`src/rtl/card_sprite_renderer.sv`:
```
// card_sprite_renderer
//   Draws one playing-card sprite (CARD_W x CARD_H, 3-bit colour codes held
//   in an external synchronous-read memory) onto the VGA raster. The card
//   position and face state are double-buffered: requests are collected
//   during the frame and take effect only on frame_start, so a frame is
//   never drawn half-old, half-new.
//
//   Pipeline (3 cycles from pix_x/pix_y to pixel_out):
//     stage 0 (comb)  : hit test and memory address
//     stage 1 (reg)   : rAddr/RE to memory, hit/face delayed
//     stage 2         : memory returns ramData, hit/face delayed again
//     stage 3 (reg)   : colour select -> pixel_out/pixel_valid
//
//   Optional macro CARD_MIRROR_EN adds input `mirror`, committed at
//   frame_start; when set, the card image is mirrored left-right.
//
// Ports:
//   clock, reset        single clock, asynchronous active-high reset
//   pix_x, pix_y        current raster position; active = visible area
//   frame_start         one-cycle pulse, first cycle of a frame
//   pos_x, pos_y        requested card top-left corner, captured on pos_load
//   show, hide, flip    face requests (priority hide > show > flip)
//   rAddr, RE, ramData  card memory read port (1-cycle registered read)
//   pixel_out           colour code; pixel_valid = opaque, draw it
//   face_state          committed state: 00 HIDDEN, 01 FACE_DOWN, 10 FACE_UP
module card_sprite_renderer #(
  parameter int          CARD_W     = 16,
  parameter int          CARD_H     = 32,
  parameter int          ADDR_W     = 9,
  parameter int          COORD_W    = 10,
  parameter logic [2:0]  BACK_COLOR = 3'b001
) (
  input  logic               clock,
  input  logic               reset,
  input  logic [COORD_W-1:0] pix_x,
  input  logic [COORD_W-1:0] pix_y,
  input  logic               active,
  input  logic               frame_start,
  input  logic [COORD_W-1:0] pos_x,
  input  logic [COORD_W-1:0] pos_y,
  input  logic               pos_load,
  input  logic               show,
  input  logic               hide,
  input  logic               flip,
`ifdef CARD_MIRROR_EN
  input  logic               mirror,
`endif
  output logic [ADDR_W-1:0]  rAddr,
  output logic               RE,
  input  logic [2:0]         ramData,
  output logic [2:0]         pixel_out,
  output logic               pixel_valid,
  output logic [1:0]         face_state
);

  localparam int XW = $clog2(CARD_W);
  localparam int YW = $clog2(CARD_H);

  typedef enum logic [1:0] {
    ST_HIDDEN = 2'b00,
    ST_DOWN   = 2'b01,
    ST_UP     = 2'b10
  } state_t;

  typedef enum logic [1:0] {
    REQ_NONE = 2'b00,
    REQ_SHOW = 2'b01,
    REQ_HIDE = 2'b10,
    REQ_FLIP = 2'b11
  } req_t;

  state_t             state_q, state_d;
  req_t               req_q, req_d, req_in, req_eff;
  logic [COORD_W-1:0] pend_x_q, pend_x_d, pend_y_q, pend_y_d;
  logic [COORD_W-1:0] cx_q, cx_d, cy_q, cy_d;
  logic [ADDR_W-1:0]  raddr_q, raddr_d;
  logic               re_q, re_d;
  logic               hit1_q, hit1_d, up1_q, up1_d;
  logic               hit2_q, up2_q;
  logic [2:0]         pix_q, pix_d;
  logic               valid_q, valid_d;

`ifdef CARD_MIRROR_EN
  logic mirror_q, mirror_d;
  assign mirror_d = frame_start ? mirror : mirror_q;
`endif

  // Request capture. A request seen in the frame_start cycle wins over the
  // pending one, so it is the one committed.
  always_comb begin
    req_in = REQ_NONE;
    if (hide)      req_in = REQ_HIDE;
    else if (show) req_in = REQ_SHOW;
    else if (flip) req_in = REQ_FLIP;
    req_eff  = (req_in != REQ_NONE) ? req_in : req_q;
    req_d    = frame_start ? REQ_NONE : req_eff;
    pend_x_d = pos_load ? pos_x : pend_x_q;
    pend_y_d = pos_load ? pos_y : pend_y_q;
    cx_d     = frame_start ? pend_x_d : cx_q;
    cy_d     = frame_start ? pend_y_d : cy_q;
  end

  // FSM: state register
  always_ff @(posedge clock or posedge reset) begin
    if (reset) state_q <= ST_HIDDEN;
    else       state_q <= state_d;
  end

  // FSM: next state, evaluated only at frame_start
  always_comb begin
    state_d = state_q;
    if (frame_start) begin
      case (state_q)
        ST_HIDDEN: if (req_eff == REQ_SHOW) state_d = ST_DOWN;
        ST_DOWN: begin
          if (req_eff == REQ_FLIP)      state_d = ST_UP;
          else if (req_eff == REQ_HIDE) state_d = ST_HIDDEN;
        end
        ST_UP: begin
          if (req_eff == REQ_FLIP)      state_d = ST_DOWN;
          else if (req_eff == REQ_HIDE) state_d = ST_HIDDEN;
        end
        default: state_d = ST_HIDDEN;
      endcase
    end
  end

  // FSM: outputs
  always_comb begin
    face_state = state_q;
  end

  // Stage 0: hit test. The extra MSB makes a negative offset visible, so
  // pixels left of / above the card never alias onto it.
  logic [COORD_W:0] dx, dy;
  logic [XW-1:0]    col;
  logic [ADDR_W-1:0] addr;
  logic             hit;

  always_comb begin
    dx  = {1'b0, pix_x} - {1'b0, cx_q};
    dy  = {1'b0, pix_y} - {1'b0, cy_q};
`ifdef CARD_MIRROR_EN
    // CARD_W is a power of 2, so CARD_W-1-dx is the bitwise inverse.
    col = mirror_q ? ~dx[XW-1:0] : dx[XW-1:0];
`else
    col = dx[XW-1:0];
`endif
    addr = {dy[YW-1:0], col};
    hit  = active && (state_q != ST_HIDDEN) &&
           (dx[COORD_W:XW] == '0) && (dy[COORD_W:YW] == '0);
    // rAddr holds its last value on misses to avoid needless toggling.
    raddr_d = hit ? addr : raddr_q;
    re_d    = hit && (state_q == ST_UP);
    hit1_d  = hit;
    up1_d   = (state_q == ST_UP);
  end

  // Stage 3: colour select once the memory word is available.
  always_comb begin
    pix_d   = 3'b000;
    valid_d = 1'b0;
    if (hit2_q && up2_q) begin
      pix_d   = ramData;
      valid_d = (ramData != 3'b000);
    end else if (hit2_q) begin
      pix_d   = BACK_COLOR;
      valid_d = 1'b1;
    end
  end

  always_ff @(posedge clock or posedge reset) begin
    if (reset) begin
      req_q    <= REQ_NONE;
      pend_x_q <= '0;
      pend_y_q <= '0;
      cx_q     <= '0;
      cy_q     <= '0;
      raddr_q  <= '0;
      re_q     <= 1'b0;
      hit1_q   <= 1'b0;
      up1_q    <= 1'b0;
      hit2_q   <= 1'b0;
      up2_q    <= 1'b0;
      pix_q    <= 3'b000;
      valid_q  <= 1'b0;
`ifdef CARD_MIRROR_EN
      mirror_q <= 1'b0;
`endif
    end else begin
      req_q    <= req_d;
      pend_x_q <= pend_x_d;
      pend_y_q <= pend_y_d;
      cx_q     <= cx_d;
      cy_q     <= cy_d;
      raddr_q  <= raddr_d;
      re_q     <= re_d;
      hit1_q   <= hit1_d;
      up1_q    <= up1_d;
      hit2_q   <= hit1_q;
      up2_q    <= up1_q;
      pix_q    <= pix_d;
      valid_q  <= valid_d;
`ifdef CARD_MIRROR_EN
      mirror_q <= mirror_d;
`endif
    end
  end

  assign rAddr       = raddr_q;
  assign RE          = re_q;
  assign pixel_out   = pix_q;
  assign pixel_valid = valid_q;

endmodule

```
`config.mk`:
```
export PLATFORM = sky130hd
export DESIGN_NAME = card_sprite_renderer
export DESIGN_NICKNAME = d
export VERILOG_FILES = /design/src/rtl/card_sprite_renderer.sv
export SDC_FILE = /design/constraint.sdc
export NUM_CORES = 1
export LEC_CHECK = 0
export ABC_AREA = 1
export CAP_MARGIN = 40
export CORE_UTILIZATION = 40
export CTS_BUF_LIST = sky130_fd_sc_hd__clkbuf_4 sky130_fd_sc_hd__clkbuf_8 sky130_fd_sc_hd__clkbuf_16
export DETAILED_ROUTE_END_ITERATION = 6
export PLACE_DENSITY = 0.69
export SETUP_SLACK_MARGIN = 0.5
export SYNTH_ARGS = -nofsm -noshare
export SYNTH_HDL_FRONTEND = slang
export SYNTH_SLANG_ARGS = --single-unit
```
`constraint.sdc`:
```
create_clock -name clock -period 2.6 [get_ports clock]
set_input_delay 0.52 -clock clock [delete_from_list [all_inputs] [get_ports clock]]
set_output_delay 0.52 -clock clock [all_outputs]
set_load 0.03 [all_outputs]
```
==> qor.csv, run 1 <==
stage,metric,value,unit
logic_synthesis,synthesized area per cell,8.118,µm²
route,count of nets left with antenna violations after detail routing,0,
worst_setup_path,maximum fanout encountered on the critical timing path,8,
placed_design,Final HPWL DP,6.611,mm
placed_design,pre-CTS setup slack,-304.2,ps
floorplanning,FP Rows,34,
status,run status,finished with violations,
logic_synthesis,synthesized instance count,459,
finish,post-route core utilization,60.04,%
logic_synthesis,total of warnings raised by yosys,0,
finish,finished layout cell area,0.005313,mm²
timing,setup violators final,0,
job,max-capacitance violation count,0,
route,via count,3213,
timing,pin slew with the least headroom to its limit,452.7,ps
floorplanning,width of the die,98.52,µm
grt,GR Util All Layers,19.91,%
clocking,CTS tree,yes,
worst_setup_path,startpoint type of the worst setup path,register,
finish,nets@finish,636,
grt,global-route wire length before repair,15.39,mm
power,standby leakage power,2.632,nW
route,drt first pass iters,6,
grt,maximum number of pins on one net before global-route repair,42,
clocking,clock tree root driver cell,sky130_fd_sc_hd__clkbuf_8,
clocking,worst skew pair latency,340,ps
logic_synthesis,"area leader, netlist",sky130_fd_sc_hd__dfrtp_1,
logic_synthesis,total standard cell area after synthesis,0.003726,mm²
finish,number of antenna cells inserted,0,
placed_design,count of buffers inserted at the top-level ports,66,
placed_design,post-detailed-placement cell area,0.004707,mm²
route,DRT iter0 DRCs,104,
floorplanning,vertical die dimension,98.52,µm
timing,highest achievable clock rate,0.4608,GHz
worst_setup_path,data arrival at the endpoint of the critical path,2400,ps
power,PwrDens,612.5,mW/mm²
finish,"leading cell type in the layout, fill and taps excluded",sky130_fd_sc_hd__nand2_1,
timing,minimum setup slack in the final design,430.0,ps
finish,number of filler instances in the final layout,783,
logic_synthesis,Synth cell types,35,
logic_synthesis,cells taking the most area after synthesis,"sky130_fd_sc_hd__dfrtp_1 42%, sky130_fd_sc_hd__nand2_1 13%, sky130_fd_sc_hd__inv_1 8.0%, sky130_fd_sc_hd__ha_1 6.7%, sky130_fd_sc_hd__mux2_2 6.6%",
clocking,Clock Sink Count,62,
finish,"commonest cells after routing, fill and taps aside","112 x sky130_fd_sc_hd__nand2_1, 70 x sky130_fd_sc_hd__inv_1, 62 x sky130_fd_sc_hd__dfrtp_1, 51 x sky130_fd_sc_hd__clkdlybuf4s50_1, 33 x sky130_fd_sc_hd__buf_4",
floorplanning,number of placed I/O pins,67,
grt,overall overflow remaining after global route,0,
floorplanning,core footprint,0.008848,mm²
worst_setup_path,critical path class,register to register,
power,VDD IR-drop max,0.3707,mV
status,violated checks,DRC,
clocking,CTS HTree Levels,3,
worst_setup_path,Crit path required time,2830,ps
route,wire length reported by the detailed router,8.962,mm
finish,fraction of final layout cells sized beyond drive strength 1,28.52,%
logic_synthesis,fraction of the yosys area taken by sequential cells,41.64,%
timing,post-route clock skew,11.19,ps
logic_synthesis,number of register bits inferred by synthesis,62,
timing,part of the cycle the worst path needs,83.46,%
timing,setup repair after global routing missed its margin,true,
timing,Setup TNS,0,ps
floorplanning,full die area,0.009705,mm²
floorplanning,initial cell density of the core,42.11,%
clocking,Num CTS Buffers,9,
route,Residual DRC,6,
logic_synthesis,area share of the largest cell type after synthesis,41.64,%
placed_design,final weighted congestion in routability-driven placement,0.9079,
logic_synthesis,top_reg_cell synth,sky130_fd_sc_hd__dfrtp_1,
grt,antenna violations before repair,0,
clocking,Post-CTS Hold Buffers,0,
timing,number of max-slew violations in the final report,0,
min_path,worst hold-check path type,register to register,
finish,growth of design area from synthesis to finish,42.58,%
timing,Final Hold Viols,0,
logic_synthesis,async set or reset register ratio after synthesis,100.0,%
clocking,clock-pin slew of the registers on the worst-case setup and hold paths,70,ps
logic_synthesis,number of enable-type register cells in the synthesized netlist,0,
timing,Relative slew margins,69.78,%
clocking,maximum clock insertion buffer count,2,
route,mean routed wirelength per cell,13.26,µm
route,Vias/cell,4.753,
logic_synthesis,Syn Nets,532,
timing,final critical path time including I/O delays and setup,2170,ps
worst_setup_path,kind of end point of the critical path,register,
grt,number of global-route vias before repair,3348,
-- logic make-up after synthesis --
logic type	Yosys count	synth area share (%)
and+or+nand+nor	218	27.60
buffers and inverters	91	9.200
DFF	62	41.64
AOI/OAI and AO/OA	37	5.440
muxes	23	6.917
adders and majority gates	22	7.791
xor gates and xnor gates	6	1.410
-- power by group --
| part | internal [mW] | switching, mW | total [mW] |
|---|---|---|---|
| clock | 0.551 | 0.411 | 0.962 |
| sequential | 1.05 | 0.0383 | 1.09 |
| combinational | 0.530 | 0.669 | 1.20 |
-- flip-flops by register name, summed over array words and instances (netlist names) --
signal,count
pixel_out,3
cy_q,10
up1_q,1
hit2_q,1
up2_q,1
pend_x_q,10
RE,1
pend_y_q,10
req_q,2
rAddr,9
face_state,2
hit1_q,1
cx_q,10
pixel_valid,1
-- cell usage after synthesis, types with 3 or more instances --
master                     number
sky130_fd_sc_hd__inv_1         79
sky130_fd_sc_hd__nand3b_1       3
sky130_fd_sc_hd__nand2_1      129
sky130_fd_sc_hd__nor2_1        29
sky130_fd_sc_hd__nor2_2         4
sky130_fd_sc_hd__xor2_1         4
sky130_fd_sc_hd__dfrtp_1       62
sky130_fd_sc_hd__a21oi_1        9
sky130_fd_sc_hd__o21ai_0       22
sky130_fd_sc_hd__mux2_2        22
sky130_fd_sc_hd__nand4_1       11
sky130_fd_sc_hd__ha_1          20
sky130_fd_sc_hd__nand2_2        8
sky130_fd_sc_hd__nand3_1       21
sky130_fd_sc_hd__inv_2          4
sky130_fd_sc_hd__clkbuf_1       6
-- metrics by stage --
| step | power (mW) | std cells | hold WS (ps) |
|---|---|---|---|
| 2_1_floorplan | 1.782 | 459 | 331.2 |
| 3_3_place_gp | 2.098 | 650 | 335.7 |
| 3_5_place_dp | 2.123 | 650 | 337.8 |
| 4_1_cts | 3.210 | 673 | 357.0 |
| 5_1_grt | 3.464 | 676 | 364.5 |
| 6_report | 3.254 | 676 | 354.6 |
-- cell type report --
| cell class | count | area, µm² | area share [%] |
|---|---|---|---|
| flip-flops and latches | 62 | 1551 | 29.20 |
| multi-input cells | 307 | 2177 | 40.98 |
| clock inverters | 7 | 102.6 | 1.931 |
| repair buffers | 99 | 899.6 | 16.93 |
| clock buffers | 9 | 123.9 | 2.332 |
| well taps | 108 | 135.1 | 2.544 |
| inverters | 84 | 322.8 | 6.076 |
-- metal layers --
layer | GRT usage, % | share of wire, % | vias to the layer above
li1 | - | - | 1647
met1 | 24.27 | 43 | 1481
met2 | 36.19 | 51 | 71
met3 | 3.759 | 3.8 | 14
met4 | 5.052 | 1.7 | 0
met5 | 0 | 0 | -
-- path summary, 6_finish.rpt --
path                               end  startpoint  cells after the start  slack (ps)
setup / recovery              rAddr[4]     cy_q[0]                     14         430
hold / removal                   up2_q       up1_q                      0         350
setup reg to reg              rAddr[4]     cy_q[0]                     14         430
hold reg to reg                  up2_q       up1_q                      0         350
max in group asynchronous      cx_q[3]       reset                      3        1490
min in group asynchronous  pend_y_q[0]       reset                      2         510
-- worst max-delay path, cell delays in order (launching register included) --
cell                       delay, ps
sky130_fd_sc_hd__dfrtp_1         420
sky130_fd_sc_hd__ha_4            180
sky130_fd_sc_hd__fa_2            390
sky130_fd_sc_hd__inv_2            80
sky130_fd_sc_hd__nand3_2          70
sky130_fd_sc_hd__nand2_2         100
sky130_fd_sc_hd__nand2_2          70
sky130_fd_sc_hd__nand3_2          70
sky130_fd_sc_hd__nand2_2          60
sky130_fd_sc_hd__inv_2            40
sky130_fd_sc_hd__nand3b_1         80
sky130_fd_sc_hd__nor2_2          160
sky130_fd_sc_hd__nand3_4         170
sky130_fd_sc_hd__nand2_2         120
sky130_fd_sc_hd__nand2_2          50
-- timing repair --
item / 4_1_cts / 5_1_grt
buffers inserted: 6 / 3
pin swaps: 26 / 21
setup endpoints to repair: 11 / 11
gates cloned: 1 / 0
gates resized for setup: 47 / 34
Note: power is estimated with default switching activity, not from simulation.
==> run 2: changes to the inputs <==
PLACE_DENSITY = 0.71   (was 0.69)
clock period = 1.8 ns   (was 2.6 ns; I/O delays follow)
==> run 2 against run 1 <==
Compared with the run above: the run ends with DRC, setup timing left; via count is 3.0% higher; highest routed layer unchanged; sequential share of layout area is 0.12 points higher; clock power rose by 35%.
==> qor.csv, run 2 (same netlist as run 1, synthesis figures left out) <==
stage,metric,value,unit
floorplanning,width of the die,98.52,µm
clocking,CTS HTree Levels,3,
timing,pin slew with the least headroom to its limit,384.8,ps
route,DRT iter0 DRCs,179,
clocking,Num CTS Buffers,9,
clocking,clock tree root driver cell,sky130_fd_sc_hd__clkbuf_8,
worst_setup_path,maximum fanout encountered on the critical timing path,8,
clocking,worst skew pair latency,340,ps
timing,post-route clock skew,7.125,ps
floorplanning,number of placed I/O pins,67,
min_path,worst hold-check path type,register to register,
floorplanning,core footprint,0.008848,mm²
worst_setup_path,critical path class,input pin to register,
route,wire length reported by the detailed router,9.349,mm
route,mean routed wirelength per cell,13.55,µm
route,via count,3310,
clocking,Clock Sink Count,62,
finish,number of antenna cells inserted,0,
timing,highest achievable clock rate,0.4601,GHz
finish,"commonest cells after routing, fill and taps aside","115 x sky130_fd_sc_hd__nand2_1, 73 x sky130_fd_sc_hd__inv_1, 62 x sky130_fd_sc_hd__dfrtp_1, 45 x sky130_fd_sc_hd__buf_4, 40 x sky130_fd_sc_hd__clkdlybuf4s50_1",
grt,number of global-route vias before repair,3336,
placed_design,cell count after placement,662,
worst_setup_path,Worst setup startpoint,pix_y[3],
worst_setup_path,Crit Reg-Reg Startpoint,cy_q[0],
worst_setup_path,kind of end point of the critical path,register,
timing,setup repair after global routing missed its margin,true,
finish,nets@finish,650,
finish,fraction of final layout cells sized beyond drive strength 1,29.04,%
worst_setup_path,Crit path required time,2040,ps
route,drt first pass iters,7,
timing,final critical path time including I/O delays and setup,2173,ps
timing,Relative slew margins,74.35,%
timing,minimum setup slack in the final design,-373.3,ps
route,post-route met1 wirelength,4.420,mm
floorplanning,full die area,0.009705,mm²
route,top routing layer in use,met4,
status,run status,finished with violations,
clocking,CTS tree,yes,
placed_design,final weighted congestion in routability-driven placement,0.8714,
finish,number of filler instances in the final layout,745,
floorplanning,initial cell density of the core,42.11,%
grt,GR Util All Layers,20.27,%
finish,"leading cell type in the layout, fill and taps excluded",sky130_fd_sc_hd__nand2_1,
floorplanning,FP Rows,34,
worst_setup_path,data arrival at the endpoint of the critical path,2410,ps
route,Routed met2 length,4.374,mm
route,Residual DRC,6,
job,max-capacitance violation count,0,
grt,antenna violations before repair,0,
timing,setup violators final,11,
timing,Final Hold Viols,0,
grt,global-route wire length before repair,15.34,mm
power,VDD IR-drop max,0.3294,mV
clocking,maximum clock insertion buffer count,2,
placed_design,count of buffers inserted at the top-level ports,66,
finish,Non-Filler Instances,690,
placed_design,Final HPWL DP,6.764,mm
status,violated checks,"DRC, setup timing",
clocking,Post-CTS Hold Buffers,0,
worst_setup_path,setup slack of the worst register-to-register path,-360,ps
grt,maximum number of pins on one net before global-route repair,63,
route,count of nets left with antenna violations after detail routing,0,
floorplanning,vertical die dimension,98.52,µm
worst_setup_path,startpoint type of the worst setup path,input pin,
route,Vias/cell,4.797,
clocking,clock-pin slew of the registers on the worst-case setup and hold paths,80,ps
power,Design Power,4.567,mW
timing,part of the cycle the worst path needs,120.7,%
min_path,hold_sp,up1_q,
timing,number of max-slew violations in the final report,0,
route,met3 WL,410,µm
finish,growth of design area from synthesis to finish,42.01,%
grt,overall overflow remaining after global route,0,
finish,post-route core utilization,59.80,%
power,PwrDens,863.1,mW/mm²
power,standby leakage power,2.743,nW
## run 2: final cells by class
type | count | area (µm²) | area share, %
clock buffers | 10 | 137.6 | 2.601
clock inverters | 6 | 71.32 | 1.348
inverters | 84 | 321.6 | 6.077
multi-input cells | 307 | 2018 | 38.14
flip-flops and latches | 62 | 1551 | 29.32
well taps | 108 | 135.1 | 2.554
repair buffers | 113 | 1056 | 19.96
## run 2: routing by layer
layer  vias to the layer above  GRT usage (%)
li1                       1676              -
met1                      1554          26.58
met2                        71          33.48
met3                         9          4.184
met4                         0          6.889
met5                         -              0
## run 2: path summary, 6_finish.rpt
path,to,cells after the start
worst max-delay path,rAddr[4],14
worst min-delay path,up2_q,0
worst max register to register,rAddr[4],14
worst min register to register,up2_q,0
max in group asynchronous,cy_q[4],3
min in group asynchronous,cx_q[8],3
## run 2: stage by stage
| stage | setup WS, ps | hold slack (ps) | setup TNS, ps | cell area (µm²) |
|---|---|---|---|---|
| global placement | -741.9 | 333.8 | -7939 | 4846 |
| finish | -373.3 | 354.5 | -3904 | 5291 |
| floorplan | -220.4 | 331.2 | -1552 | 3772 |
| CTS | -309.2 | 358.6 | -3098 | 5159 |
| detailed placement | -820.5 | 341.0 | -8516 | 4846 |
| global route | -516.6 | 362.5 | -5462 | 5291 |
## run 2: critical path, stage by stage
cell                              delay (ps)
sky130_fd_sc_hd__clkdlybuf4s50_1         410
sky130_fd_sc_hd__ha_1                    370
sky130_fd_sc_hd__a21oi_2                 220
sky130_fd_sc_hd__nand2_2                 110
sky130_fd_sc_hd__nand2_2                 100
sky130_fd_sc_hd__nand2_1                  60
sky130_fd_sc_hd__nand2_1                 100
sky130_fd_sc_hd__nand2_2                  80
sky130_fd_sc_hd__nor2_4                  100
sky130_fd_sc_hd__nand2_2                  80
sky130_fd_sc_hd__nor2_4                  110
sky130_fd_sc_hd__nand3_4                 160
sky130_fd_sc_hd__nand2_2                 100
sky130_fd_sc_hd__nand2_1                  50
## run 2: timing repair
item | in CTS | in global routing
gates cloned | 2 | 0
pin swaps | 17 | 18
setup endpoints to repair | 49 | 23
buffers inserted | 5 | 5
gates resized for setup | 110 | 33
## run 2: power breakdown
group	leakage (nW)	switching, mW	internal [mW]
sequential	0.779	0.0622	1.52
combinational	1.87	0.928	0.755
clock	0.0987	0.616	0.684
total	2.74	1.61	2.96
==> run 3: changes to the inputs <==
--- a/config.mk
+++ b/config.mk
@@ -13,4 +13,5 @@
 export PLACE_DENSITY = 0.71
 export SETUP_SLACK_MARGIN = 0.5
+export SLEW_MARGIN = 20
 export SYNTH_ARGS = -nofsm -noshare
 export SYNTH_HDL_FRONTEND = slang
==> constraint.sdc (replaced) <==
create_clock -name clock -period 1.8 [get_ports clock]
set_input_delay 0.18 -clock clock [delete_from_list [all_inputs] [get_ports clock]]
set_output_delay 0.18 -clock clock [all_outputs]
set_load 0.03 [all_outputs]
==> run 3 against run 2 <==
Compared with the run above: non-clock buffer count fell by 5; clock-buffer cell count fell by 1; maximum frequency rose by 4.4%; the flow still finishes with violations (DRC, setup timing); register-to-register slack improved by 80 ps; clock power barely moved; critical path depth did not move; power fell by 2.0%; cell area fell by 2.5%; cell count fell by 0.72%; wire length fell by 6.3%.
==> qor.csv, run 3 (same netlist as run 1, synthesis figures left out) <==
stage,metric,value,unit
clocking,CTS tree,yes,
floorplanning,vertical die dimension,98.52,µm
power,standby leakage power,2.648,nW
finish,number of antenna cells inserted,0,
clocking,CTS HTree Levels,3,
floorplanning,initial cell density of the core,42.11,%
worst_setup_path,maximum fanout encountered on the critical timing path,5,
timing,Setup TNS,-2853,ps
worst_setup_path,R2R depth,14,
finish,finished layout cell area,0.005161,mm²
grt,antenna violations before repair,0,
finish,post-route core utilization,58.33,%
timing,final critical path time including I/O delays and setup,2083,ps
finish,"leading cell type in the layout, fill and taps excluded",sky130_fd_sc_hd__nand2_1,
timing,setup violators final,11,
route,Residual DRC,6,
clocking,worst skew pair latency,350,ps
grt,maximum number of pins on one net before global-route repair,39,
placed_design,count of buffers inserted at the top-level ports,66,
power,VDD IR-drop max,0.5218,mV
clocking,Post-CTS Hold Buffers,0,
worst_setup_path,reg-to-reg endpoint,rAddr[8],
timing,minimum setup slack in the final design,-282.7,ps
worst_setup_path,startpoint type of the worst setup path,register,
clocking,Clock Sink Count,62,
timing,pin slew with the least headroom to its limit,301.8,ps
route,Vias/cell,4.800,
route,mean routed wirelength per cell,12.79,µm
timing,highest achievable clock rate,0.4801,GHz
timing,post-route clock skew,10.01,ps
finish,fraction of final layout cells sized beyond drive strength 1,25.82,%
clocking,clock-pin slew of the registers on the worst-case setup and hold paths,80,ps
grt,overall overflow remaining after global route,0,
finish,number of filler instances in the final layout,797,
grt,number of global-route vias before repair,3481,
timing,number of max-slew violations in the final report,0,
finish,"commonest cells after routing, fill and taps aside","121 x sky130_fd_sc_hd__nand2_1, 75 x sky130_fd_sc_hd__inv_1, 62 x sky130_fd_sc_hd__dfrtp_1, 50 x sky130_fd_sc_hd__clkdlybuf4s50_1, 39 x sky130_fd_sc_hd__buf_4",
worst_setup_path,data arrival at the endpoint of the critical path,2320,ps
timing,Final Hold Viols,0,
placed_design,final weighted congestion in routability-driven placement,0.8527,
worst_setup_path,setup slack of the worst register-to-register path,-280,ps
worst_setup_path,kind of end point of the critical path,register,
clocking,clock tree root driver cell,sky130_fd_sc_hd__clkbuf_8,
worst_setup_path,Crit Reg-Reg Startpoint,cy_q[0],
status,run status,finished with violations,
clocking,maximum clock insertion buffer count,2,
grt,global-route wire length before repair,15.28,mm
route,count of nets left with antenna violations after detail routing,0,
placed_design,post-detailed-placement cell area,0.004843,mm²
route,via count,3288,
finish,nets@finish,645,
grt,GR Util All Layers,19.94,%
floorplanning,FP Rows,34,
route,wire length reported by the detailed router,8.759,mm
status,violated checks,"DRC, setup timing",
timing,setup repair after global routing missed its margin,true,
placed_design,Final HPWL DP,6.788,mm
floorplanning,number of placed I/O pins,67,
floorplanning,full die area,0.009705,mm²
job,max-capacitance violation count,0,
finish,growth of design area from synthesis to finish,38.52,%
route,drt first pass iters,7,
clocking,Num CTS Buffers,9,
worst_setup_path,critical path class,register to register,
floorplanning,width of the die,98.52,µm
timing,Relative slew margins,79.96,%
power,PwrDens,867.2,mW/mm²
timing,part of the cycle the worst path needs,115.7,%
worst_setup_path,Crit path required time,2040,ps
floorplanning,core footprint,0.008848,mm²
min_path,worst hold-check path type,input pin to async pin,
route,DRT iter0 DRCs,73,
run 3: how the worst max path moves through the flow:
| stage | from | end | slack (ps) | cells after the start |
|---|---|---|---|---|
| 5_1_grt | cy_q[0] | rAddr[3] | -460 | 14 |
| 2_1_floorplan | cy_q[0] | rAddr[7] | -190 | 14 |
| 3_3_place_gp | pix_y[0] | rAddr[7] | -590 | 16 |
| 4_1_cts | cy_q[0] | rAddr[1] | -280 | 14 |
| 3_5_place_dp | pix_y[0] | rAddr[7] | -660 | 16 |
| 6_report | cy_q[0] | rAddr[8] | -280 | 14 |
run 3: metrics by stage:
stage | power, mW | instances | hold slack (ps) | worst slack, ps
after detailed placement | 3.131 | 665 | 335.5 | -662.6
after CTS | 4.453 | 683 | 224.2 | -282.6
after global routing | 4.794 | 685 | 224.1 | -462.0
after floorplan | 2.570 | 459 | 298.6 | -185.1
final | 4.476 | 685 | 227.2 | -282.7
after global placement | 3.091 | 665 | 337.8 | -593.0
run 3: cell type report:
class | instances | area [µm²] | share of cell area, %
clock buffers | 9 | 123.9 | 2.400
clock inverters | 7 | 80.08 | 1.552
inverters | 84 | 319.1 | 6.182
multi-input cells | 307 | 1954 | 37.87
flip-flops and latches | 62 | 1551 | 30.06
well taps | 108 | 135.1 | 2.618
repair buffers | 108 | 997.2 | 19.32
run 3: worst max-delay path: stages, from the launching register on:
cell and delay [ps]:
sky130_fd_sc_hd__dfrtp_1 390, sky130_fd_sc_hd__ha_2 190, sky130_fd_sc_hd__fa_2 350, sky130_fd_sc_hd__inv_2 70, sky130_fd_sc_hd__nand3_2 60, sky130_fd_sc_hd__nand2_2 90, sky130_fd_sc_hd__nand2_2 60, sky130_fd_sc_hd__nand3_2 60
sky130_fd_sc_hd__nand2_1 60, sky130_fd_sc_hd__nor2_2 130, sky130_fd_sc_hd__nand2_2 110, sky130_fd_sc_hd__nor2_4 200, sky130_fd_sc_hd__nand3_4 100, sky130_fd_sc_hd__nand2_1 60, sky130_fd_sc_hd__nand2_1 40
run 3: power breakdown:
| group | switching, mW | internal, mW | total, mW |
|---|---|---|---|
| clock network | 0.625 | 0.658 | 1.28 |
| registers | 0.0538 | 1.52 | 1.58 |
| logic | 0.886 | 0.730 | 1.62 |
run 3: per-layer routing:
layer | up-vias | track usage, % | routed length (µm)
met5 | - | 0 | 0
met4 | 0 | 4.248 | 75
met3 | 8 | 5.461 | 461
met2 | 82 | 37.49 | 4495
met1 | 1535 | 22.48 | 3727
li1 | 1663 | - | -
run 3: repair_timing:
item                                    in CTS  in global routing
resized for setup                           41                 22
pin swaps                                   10                  6
gates cloned                                 1                  0
endpoints found under the setup margin      28                 17
setup buffers                                1                  2
==> RTL edit: new RTL, config.mk and constraints of run 3 <==
The 4 values of `req_t` get a one-hot encoding in 4 bits.
--- a/src/rtl/card_sprite_renderer.sv
+++ b/src/rtl/card_sprite_renderer.sv
@@ -62,11 +62,11 @@
     ST_UP     = 2'b10
   } state_t;
 
-  typedef enum logic [1:0] {
-    REQ_NONE = 2'b00,
-    REQ_SHOW = 2'b01,
-    REQ_HIDE = 2'b10,
-    REQ_FLIP = 2'b11
+  typedef enum logic [3:0] {
+    REQ_NONE = 4'b0001,
+    REQ_SHOW = 4'b0010,
+    REQ_HIDE = 4'b0100,
+    REQ_FLIP = 4'b1000
   } req_t;
 
   state_t             state_q, state_d;
Function: same outputs for any inputs over 10 cycles, from zero or initial values and one cycle with reset high; not proved beyond that.
==> RTL edit against run 3 <==
- the flow finishes with violations (setup timing)
- worst setup slack worse by 49 ps
- die area up 2.7%
- non-clock buffer count up 9
- sequential cell count up 2
- total power up 5.5%
- synthesized area up 2.7%
- final area up 5.7%
- global-route usage down 0.41 points
- count of clock-buffer cells in the layout unchanged
- wire length up 5.0%
- clock skew about the same
- cell count up 7.3%
==> RTL edit: results (changes against run 3) <==
detailed placement HPWL 6890 um (+1.5%); first-pass GRT wire length 15,400 um (+0.63%); H-tree levels 3 (unchanged); top cells by area, synth dfrtp_1 41%, nand2_1 14%, inv_1 7.8%; arrival time worst endpoint 2420 ps (+100 ps); post-synth cell types 35 (unchanged); VDD IR max 0.000585 V (+12%); Antenna Nets Post-Route 0 (unchanged); Worst-Skew Late Latency 340 ps; initial antenna violation count 0 (unchanged); number of fill cells 816 (+2.4%); met1 Use GR 0.229 (+0.00424); Longest Clk Path Bufs 2 (unchanged); routability congestion estimate 0.904 (+6.0%); syn_nets 553 (+3.9%); worst hold path class primary input to asynchronous set/reset pin; pre-CTS setup slack -632 ps (+30.9 ps); failing checks setup timing; met2 usage 0.358 (-0.0173); drt pass-1 iters 4 (-3); Routed WL 9200 um (+5.0%); clock root buffer clkbuf_8; worst-margin pin slew 300 ps (-2.15 ps); number of buffers added on ports 66 (unchanged); GRT Total Usage 0.195 (-0.00412); # nets final 674 (+4.5%); Final setup violation count 11 (unchanged); slack of the critical path -332 ps (-49.3 ps); initial DRC count 99 (+36%); top cells by count, synth 145 x nand2_1, 80 x inv_1, 63 x dfrtp_1, 30 x nor2_1, 25 x nand3_1; share of cells above drive strength 1 0.287 (+0.0289); Worst-path clk slew 80 ps (about the same); Num CTS Buffers 9 (unchanged); outcome complete, but fails checks; met3 track demand over resource 0.0362 (-0.0184); Post-synth ARST share 1.00 (unchanged); largest net degree at the start of global routing 30 (-23%); Cells after Synth 480 (+4.6%); EDFF count, synth 0 (unchanged); Finished Layout Cells 735 (+7.3%); yosys warns 0 (unchanged); worst clock skew 10.5 ps (+0.457 ps); sequential area share after synthesis 0.419 (+0.00238); routed vias 3,463 (+5.3%); vias in the first global route 3,449 (-0.92%); dpl cells 710 (+6.8%); worst-path maximum fanout 4 (-1); LEAKAGE 2.83 nW (+6.8%)
## RTL edit: metrics by stage
stage	instance area [um^2]	hold slack, ps	setup TNS [ps]
floorplan	3850	308	-1230
detailed placement	4980	341	-6410
global placement	4980	336	-5700
finish	5450	112	-3240
global route	5450	108	-4750
CTS	5300	100	-3290
## RTL edit: what timing repair did
item	4_1_cts	5_1_grt
pin swaps	13	26
gates cloned	1	0
gates resized for setup	49	47
setup buffers	3	5
endpoints found under the hold margin	0	0
setup endpoints to repair	28	20
## RTL edit: critical path, cell delays in order, from the launching register on
cell and delay (ps):
dfrtp_1 420, ha_4 180, fa_2 400, inv_2 70, nand3_2 60, nand2_2 100
nand2_2 70, nand3_2 70, nand2_2 60, nor2_2 90, nand2_2 80, nor2_4 170
buf_6 130, nand4_1 100, nand2_1 80
## RTL edit: layout make-up
class	instances	share of cell area
sequential	64	0.294
inverter	85	0.0592
clock inverter	7	0.0229
timing repair buffer	117	0.192
tap	129	0.0296
clock buffer	9	0.0227
multi-input combinational	324	0.380
## RTL edit: power by group
group	total (mW)	internal (mW)	switching, mW
sequential	1.59	1.55	0.0390
combinational	1.57	0.705	0.865
clock	1.56	0.937	0.626
total	4.72	3.19	1.53
## RTL edit: routing by layer
| metal | wire length [um] | vias up |
|---|---|---|
| met5 | 0 | - |
| met4 | 117 | 0 |
| met3 | 337 | 13 |
| met2 | 4770 | 86 |
| met1 | 3970 | 1627 |
| li1 | - | 1737 |
## RTL edit: path summary, 6_finish.rpt
| kind | startpoint | endpoint | slack (ps) | depth (start not counted) |
|---|---|---|---|---|
| worst max-delay path | cy_q[0]$_DFFE_PP0P_ | rAddr[1]$_DFFE_PP0P_ | -330 | 14 |
| worst min-delay path | reset | pend_y_q[4]$_DFF_PP0_ | 110 | 2 |
| worst max register to register | cy_q[0]$_DFFE_PP0P_ | rAddr[1]$_DFFE_PP0P_ | -330 | 14 |
| worst min register to register | up1_q$_DFF_PP0_ | up2_q$_DFF_PP0_ | 360 | 0 |
| max in group asynchronous | reset | req_q[0]$_DFF_PP1_ | 1160 | 3 |
| min in group clock | show | req_q[0]$_DFF_PP1_ | 200 | 4 |
## RTL edit: kinds of logic after synthesis
family / count (synthesis) / share of synthesized area
adder cells (fa/ha/maj): 22 / 0.0758
AND/OR/NAND/NOR: 239 / 0.291
flip-flops: 64 / 0.419
XOR/XNOR: 6 / 0.0137
buffers and inverters: 93 / 0.0915
multiplexers: 20 / 0.0588
AO/OA/AOI/OAI: 36 / 0.0503
